==> config.mk <==
export PLATFORM = sky130hd
export DESIGN_NAME = cnter_wrap_monitor_flat
export DESIGN_NICKNAME = d
export VERILOG_FILES = /design/src/rtl/cnter_wrap_monitor_if.sv /design/src/rtl/cnter_wrap_monitor.sv /design/src/flat_wrapper.sv
export SDC_FILE = /design/constraint.sdc
export NUM_CORES = 1
export LEC_CHECK = 0
export ABC_AREA = 1
export ABC_CLOCK_PERIOD_IN_PS = 2670
export CELL_PAD_IN_SITES_DETAIL_PLACEMENT = 0
export CELL_PAD_IN_SITES_GLOBAL_PLACEMENT = 1
export CORE_AREA = 2 2 61 63
export CTS_BUF_LIST = sky130_fd_sc_hd__clkbuf_4 sky130_fd_sc_hd__clkbuf_8 sky130_fd_sc_hd__clkbuf_16
export DETAILED_ROUTE_END_ITERATION = 8
export DIE_AREA = 0 0 63 65
export DONT_BUFFER_PORTS = 1
export GPL_TIMING_DRIVEN = 0
export PLACE_DENSITY = 0.82
export RECOVER_POWER = 100
export SLEW_MARGIN = 15
export SYNTH_ARGS = -nofsm -noshare
export SYNTH_HDL_FRONTEND = slang
export SYNTH_SLANG_ARGS = --single-unit
export TNS_END_PERCENT = 5
==> constraint.sdc <==
create_clock -name clk -period 2.67 [get_ports clk]
set_input_delay 0.1335 -clock clk [delete_from_list [all_inputs] [get_ports clk]]
set_output_delay 0.1335 -clock clk [all_outputs]
set_load 0.02 [all_outputs]
==> src/rtl/cnter_wrap_monitor_if.sv <==
// Bundle of the counter, threshold and snapshot-handshake signals
// between the wrap monitor and whatever drives and consumes it.
interface cnter_wrap_monitor_if #(
  parameter int WRAP_W = 8
);
  logic              en;
  logic [1:0]        cnter_in;
  logic              cnter_clr;
  logic [WRAP_W-1:0] thresh;
  logic              snap_req;
  logic              snap_ack;
  logic              wrap_pulse;
  logic              thresh_hit;
  logic              seq_err;
  logic              snap_valid;
  logic [WRAP_W-1:0] snap_wraps;

  modport master (
    output en, cnter_in, cnter_clr, thresh, snap_req, snap_ack,
    input  wrap_pulse, thresh_hit, seq_err, snap_valid, snap_wraps
  );

  modport slave (
    input  en, cnter_in, cnter_clr, thresh, snap_req, snap_ack,
    output wrap_pulse, thresh_hit, seq_err, snap_valid, snap_wraps
  );
endinterface

==> src/rtl/cnter_wrap_monitor.sv <==
// Watches the free-running 2-bit cycle counter, flags illegal steps,
// counts 3->0 wraps in a saturating accumulator and hands the count
// out through a req/valid/ack snapshot handshake.
//
// state | meaning
// IDLE  | no snapshot outstanding, snap_req is accepted
// HOLD  | snapshot valid and frozen, waiting for snap_ack
module cnter_wrap_monitor #(
  parameter int WRAP_W = 8
) (
  input logic              clk,
  input logic              rst,
  cnter_wrap_monitor_if.slave bus
);

  typedef enum logic {IDLE, HOLD} state_t;

  localparam logic [WRAP_W-1:0] WRAPS_MAX = '1;
  localparam logic [WRAP_W-1:0] WRAPS_ONE = {{(WRAP_W-1){1'b0}}, 1'b1};

  state_t            state, state_nxt;
  logic [1:0]        prev;
  logic              prev_vld;
  logic              clr_d;
  logic [WRAP_W-1:0] wraps_cnt;
  logic [WRAP_W-1:0] wraps_nxt;
  logic [WRAP_W-1:0] snap_wraps_q;
  logic              wrap_pulse_q;
  logic              thresh_hit_q;
  logic              seq_err_q;
  logic              check;
  logic              is_clear;
  logic              is_wrap;
  logic              is_incr;
  logic              wrap;
  logic              illegal;
  logic              capture;

  // Classify the current step against the previous sample; a saturating
  // increment is precomputed so a coincident capture can include it.
  always_comb begin
    check     = bus.en && prev_vld;
    is_clear  = clr_d && (bus.cnter_in == 2'd0);
    is_wrap   = !clr_d && (prev == 2'd3) && (bus.cnter_in == 2'd0);
    is_incr   = !clr_d && (prev != 2'd3) && (bus.cnter_in == prev + 2'd1);
    wrap      = check && is_wrap;
    illegal   = check && !(is_clear || is_wrap || is_incr);
    wraps_nxt = (wrap && (wraps_cnt != WRAPS_MAX)) ? wraps_cnt + WRAPS_ONE
                                                   : wraps_cnt;
  end

  // Sample history; dropping en forgets it so re-enable resynchronises.
  always_ff @(posedge clk or posedge rst) begin
    if (rst) begin
      prev     <= 2'd0;
      prev_vld <= 1'b0;
      clr_d    <= 1'b0;
    end else if (bus.en) begin
      prev     <= bus.cnter_in;
      clr_d    <= bus.cnter_clr;
      prev_vld <= 1'b1;
    end else begin
      prev_vld <= 1'b0;
      clr_d    <= 1'b0;
    end
  end

  // Snapshot FSM state register.
  always_ff @(posedge clk or posedge rst) begin
    if (rst) state <= IDLE;
    else     state <= state_nxt;
  end

  // Snapshot FSM next state; capture marks the IDLE->HOLD edge.
  always_comb begin
    state_nxt = state;
    capture   = 1'b0;
    case (state)
      IDLE: if (bus.snap_req) begin
        capture   = 1'b1;
        state_nxt = HOLD;
      end
      HOLD: if (bus.snap_ack) state_nxt = IDLE;
    endcase
  end

  // Accumulator, sticky flags and snapshot register; a capture restarts
  // the count and clears thresh_hit ahead of any new threshold match.
  always_ff @(posedge clk or posedge rst) begin
    if (rst) begin
      wraps_cnt    <= '0;
      snap_wraps_q <= '0;
      wrap_pulse_q <= 1'b0;
      thresh_hit_q <= 1'b0;
      seq_err_q    <= 1'b0;
    end else begin
      wrap_pulse_q <= wrap;
      seq_err_q    <= seq_err_q | illegal;
      if (capture) begin
        snap_wraps_q <= wraps_nxt;
        wraps_cnt    <= '0;
        thresh_hit_q <= 1'b0;
      end else begin
        wraps_cnt <= wraps_nxt;
        if (bus.en && (bus.thresh != '0) && (wraps_nxt >= bus.thresh))
          thresh_hit_q <= 1'b1;
      end
    end
  end

  assign bus.wrap_pulse = wrap_pulse_q;
  assign bus.thresh_hit = thresh_hit_q;
  assign bus.seq_err    = seq_err_q;
  assign bus.snap_valid = (state == HOLD);
  assign bus.snap_wraps = snap_wraps_q;

endmodule

==> src/flat_wrapper.sv <==
// flat-port wrapper written by rule: the top's interface ports become plain ports
module cnter_wrap_monitor_flat 
#(
  parameter int WRAP_W = 8
)
  (clk, rst, bus_en, bus_cnter_in, bus_cnter_clr, bus_thresh, bus_snap_req, bus_snap_ack, bus_wrap_pulse, bus_thresh_hit, bus_seq_err, bus_snap_valid, bus_snap_wraps);
  cnter_wrap_monitor_if #(.WRAP_W(WRAP_W)) bus_i ();
  input logic clk;
  input logic rst;
  input wire logic [$bits(bus_i.en)-1:0] bus_en;
  input wire logic [$bits(bus_i.cnter_in)-1:0] bus_cnter_in;
  input wire logic [$bits(bus_i.cnter_clr)-1:0] bus_cnter_clr;
  input wire logic [$bits(bus_i.thresh)-1:0] bus_thresh;
  input wire logic [$bits(bus_i.snap_req)-1:0] bus_snap_req;
  input wire logic [$bits(bus_i.snap_ack)-1:0] bus_snap_ack;
  output wire logic [$bits(bus_i.wrap_pulse)-1:0] bus_wrap_pulse;
  output wire logic [$bits(bus_i.thresh_hit)-1:0] bus_thresh_hit;
  output wire logic [$bits(bus_i.seq_err)-1:0] bus_seq_err;
  output wire logic [$bits(bus_i.snap_valid)-1:0] bus_snap_valid;
  output wire logic [$bits(bus_i.snap_wraps)-1:0] bus_snap_wraps;
  assign bus_i.en = bus_en;
  assign bus_i.cnter_in = bus_cnter_in;
  assign bus_i.cnter_clr = bus_cnter_clr;
  assign bus_i.thresh = bus_thresh;
  assign bus_i.snap_req = bus_snap_req;
  assign bus_i.snap_ack = bus_snap_ack;
  assign bus_wrap_pulse = bus_i.wrap_pulse;
  assign bus_thresh_hit = bus_i.thresh_hit;
  assign bus_seq_err = bus_i.seq_err;
  assign bus_snap_valid = bus_i.snap_valid;
  assign bus_snap_wraps = bus_i.snap_wraps;
  cnter_wrap_monitor #(.WRAP_W(WRAP_W)) u_core (.clk(clk), .rst(rst), .bus(bus_i));
endmodule
==> impl_metrics.json <==
{
  "htreeDepth": 1,
  "core_mm2": 0.00350,
  "maxSlewViolCount": 0,
  "hold_viol": 0,
  "p_per_area_mw_per_mm2": 468,
  "track_usage": 0.143,
  "fin_nets": 227,
  "ctsRootBufferMaster": "clkbuf_4",
  "wl_per_cell_um": 10.7,
  "path_cells": "ha_1 > nand3b_1 > nor2_1 > nand2_4 > inv_8 > nand2_1 > nand2_1 > inv_1 > ha_1 > nand2_1 > inv_1 > nor2_1 > o21a_1 > nand2_1 > nand2_1 > a21oi_1",
  "post_cts_buffers": 0,
  "drtPass1Iterations": 4,
  "irDropWorstVdd_mv": 0.177,
  "placed_cell_area_mm2": 0.00153,
  "pwr-share-clk": 0.344,
  "grt_max_degree": 25,
  "drv_cap": 0,
  "rsz0062_at_grt": "no",
  "synth_seq_cells": 24,
  "crit_family": "simple AND/OR/NAND/NOR gates",
  "cp.required_ns": 2.87,
  "met2_usage": 0.266,
  "viasPerCell": 4.67,
  "grt.busiest_layer": "met2",
  "clkTransAtPathRegs_ns": 0.12,
  "mostFrequentLayoutCells": "62 x nand2_1, 33 x inv_1, 24 x dfrtp_1",
  "comb_power_share": 0.120,
  "crit_path_start_kind": "flop",
  "placementRows": 22,
  "fp.dieW_um": 63,
  "hp-class": "input pin to flop",
  "reg2reg_slack_ns": 0.41,
  "sw_frac_of_total": 0.250,
  "path_buf_inv": 3,
  "finalSetupViolCount": 0,
  "clock.fmax_mhz": 443,
  "port_buffers": 0,
  "syn-cell-area_mm2": 0.00147,
  "p_seq_frac": 0.537,
  "antenna_cells": 0,
  "dr_total_vias": 1158,
  "grt_pass1_wl_um": 4590,
  "period_share": 0.846,
  "antenna_found_initial": 0,
  "final_common_cell": "nand2_1",
  "p_int_uw": 563,
  "cts_resized": 0,
  "netlist_instances": 190,
  "hold_buffers": 6,
  "grt_pass1_vias": 1157,
  "ant_nets": 0,
  "clock_skew_ns": 0.00160,
  "initial_core_util": 0.421,
  "syn_nets": 216,
  "drt-total-wl_um": 2660,
  "dieArea_mm2": 0.00410,
  "cts_buffer_depth": 2,
  "cellLeakagePower_uw": 0.000949,
  "io_pins": 28,
  "drtIter0Drc": 14,
  "dieHeight_um": 65,
  "syn_to_final_growth_pct": 9.19,
  "critical_path_class": "flop to flop",
  "use_met1": 0.151,
  "post-route-cell-area_mm2": 0.00161,
  "dp_hpwl_um": 2110,
  "seq_area_frac_synth": 0.409,
  "ys_warn_count": 0,
  "avgSynthCellArea_um2": 7.74,
  "drive_gt1_frac": 0.0850,
  "routabilityCongestion": 0.731,
  "run_status": "complete, no violations",
  "layout_min_cycle_time_ns": 2.26,
  "critPathMaxStageDelay_ns": 0.42,
  "p_switching_uw": 188,
  "critPathCaptureType": "flop",
  "cpMaxStageDelayCell": "dfrtp_1",
  "cts_sinks": 24,
  "worst_pin_slew_ns": 0.867,
  "insertion_delay_ns": 0.31,
  "cpMostUsedCell": "nand2_1",
  "tns_ns": 0,
  "drc": 0,
  "slew_headroom": 0.421,
  "gr-total-overflow": 0,
  "tritoncts": "done",
  "crit_path_max_fanout": 9,
  "cts_buffers": 3,
  "cp_data_arrival_time_ns": 2.46,
  "synth_cell_types": 23,
  "use_met3": 0.0278
}
==> power by group through the flow <==
stage                     Clock [µW]  Sequential [µW]  Combinational [µW]
after global routing             278              406                 104
after CTS                        266              403                94.9
final                            258              403                89.8
after detailed placement           0              410                86.6
after floorplan                    0              407                71.0
after global placement             0              409                82.4
==> per-stage QoR <==
stage	cells	setup slack, ns	power [µW]	hold WS, ns	util
global route	248	0.207	789	0.0236	0.459
finish	248	0.412	751	0.00613	0.459
global placement	238	0.549	492	0.165	0.438
floorplan	190	0.690	478	0.148	-
CTS	248	0.430	765	0.0250	0.470
detailed placement	238	0.454	497	0.165	0.438
==> worst register-to-register path: stages, from the launching register on <==
cell and delay (ns):
dfrtp_1 0.42, ha_1 0.19, nand3b_1 0.08, nor2_1 0.21, nand2_4 0.15, inv_8 0.11, nand2_1 0.08, nand2_1 0.09
inv_1 0.05, ha_1 0.28, nand2_1 0.07, inv_1 0.03, nor2_1 0.09, o21a_1 0.13, nand2_1 0.05, nand2_1 0.05
a21oi_1 0.05
==> synth_stat cells <==
master,number,area (µm²)
nand4_2,1,12.5
o21a_1,1,7.51
nand3b_1,1,7.51
clkinv_1,1,3.75
dfrtp_1,24,601
xor2_1,3,26.3
buf_6,1,11.3
xnor2_1,1,8.76
nand4_1,3,18.8
nand2_2,12,75.1
nor2_2,2,12.5
nand3_1,12,60.1
nand2_4,3,33.8
inv_1,33,124
nor2_1,16,60.1
a21oi_1,4,20.0
o21ai_0,2,10.0
ha_1,10,125
nor3_1,1,5.00
o31ai_1,1,7.51
nor2_4,2,22.5
inv_8,1,11.3
nand2_1,55,206
==> layer usage <==
metal	routed length [µm]	up-vias	part of all wire
met2	1270	33	0.48
li1	-	600	-
met1	1180	518	0.45
met4	69	0	0.026
met5	0	-	0
met3	134	7	0.050
==> worst paths after layout <==
kind | to | cells past startpoint | startpoint
max in group asynchronous | u_core.wraps_cnt[4]$_DFF_PP0_ | 2 | rst
min in group asynchronous | u_core.bus.snap_wraps[7]$_DFFE_PP0P_ | 2 | rst
worst min-delay path | u_core.bus.wrap_pulse$_DFF_PP0_ | 3 | bus_cnter_in[1]
worst max register to register | u_core.bus.thresh_hit$_DFFE_PP0P_ | 16 | u_core.prev[0]$_DFFE_PP0P_
worst max-delay path | u_core.bus.thresh_hit$_DFFE_PP0P_ | 16 | u_core.prev[0]$_DFFE_PP0P_
worst min register to register | u_core.prev[1]$_DFFE_PP0P_ | 2 | u_core.prev[1]$_DFFE_PP0P_
==> registers in the layout (all words and copies together), names as in the netlist <==
signal / flops
u_core.bus.snap_wraps: 8
u_core.wraps_cnt: 8
u_core.prev_vld: 1
u_core.bus.thresh_hit: 1
u_core.bus.snap_valid: 1
u_core.bus.wrap_pulse: 1
u_core.prev: 2
u_core.bus.seq_err: 1
u_core.clr_d: 1
==> cells by family (layout without fill, tap and decap cells) <==
| family | after synthesis | after routing | share of synthesized area |
|---|---|---|---|
| AND/OR/NAND/NOR | 108 | 108 | 0.350 |
| buffers and inverters | 36 | 46 | 0.102 |
| flip-flops | 24 | 24 | 0.409 |
| adder cells (fa/ha/maj) | 10 | 10 | 0.0851 |
| AO/OA/AOI/OAI | 8 | 8 | 0.0306 |
| XOR/XNOR | 4 | 4 | 0.0238 |
==> cell type report <==
| cell class | count | area, µm² |
|---|---|---|
| Buffer | 1 | 3.75 |
| Inverter | 35 | 139 |
| Tap cell | 48 | 60.1 |
| Sequential cell | 24 | 601 |
| Clock buffer | 3 | 22.5 |
| Fill cell | 361 | 1890 |
| Clock inverter | 1 | 30.0 |
| Multi-Input combinational cell | 130 | 689 |
| Timing Repair Buffer | 6 | 60.1 |
Power figures use the tool's default switching activity.
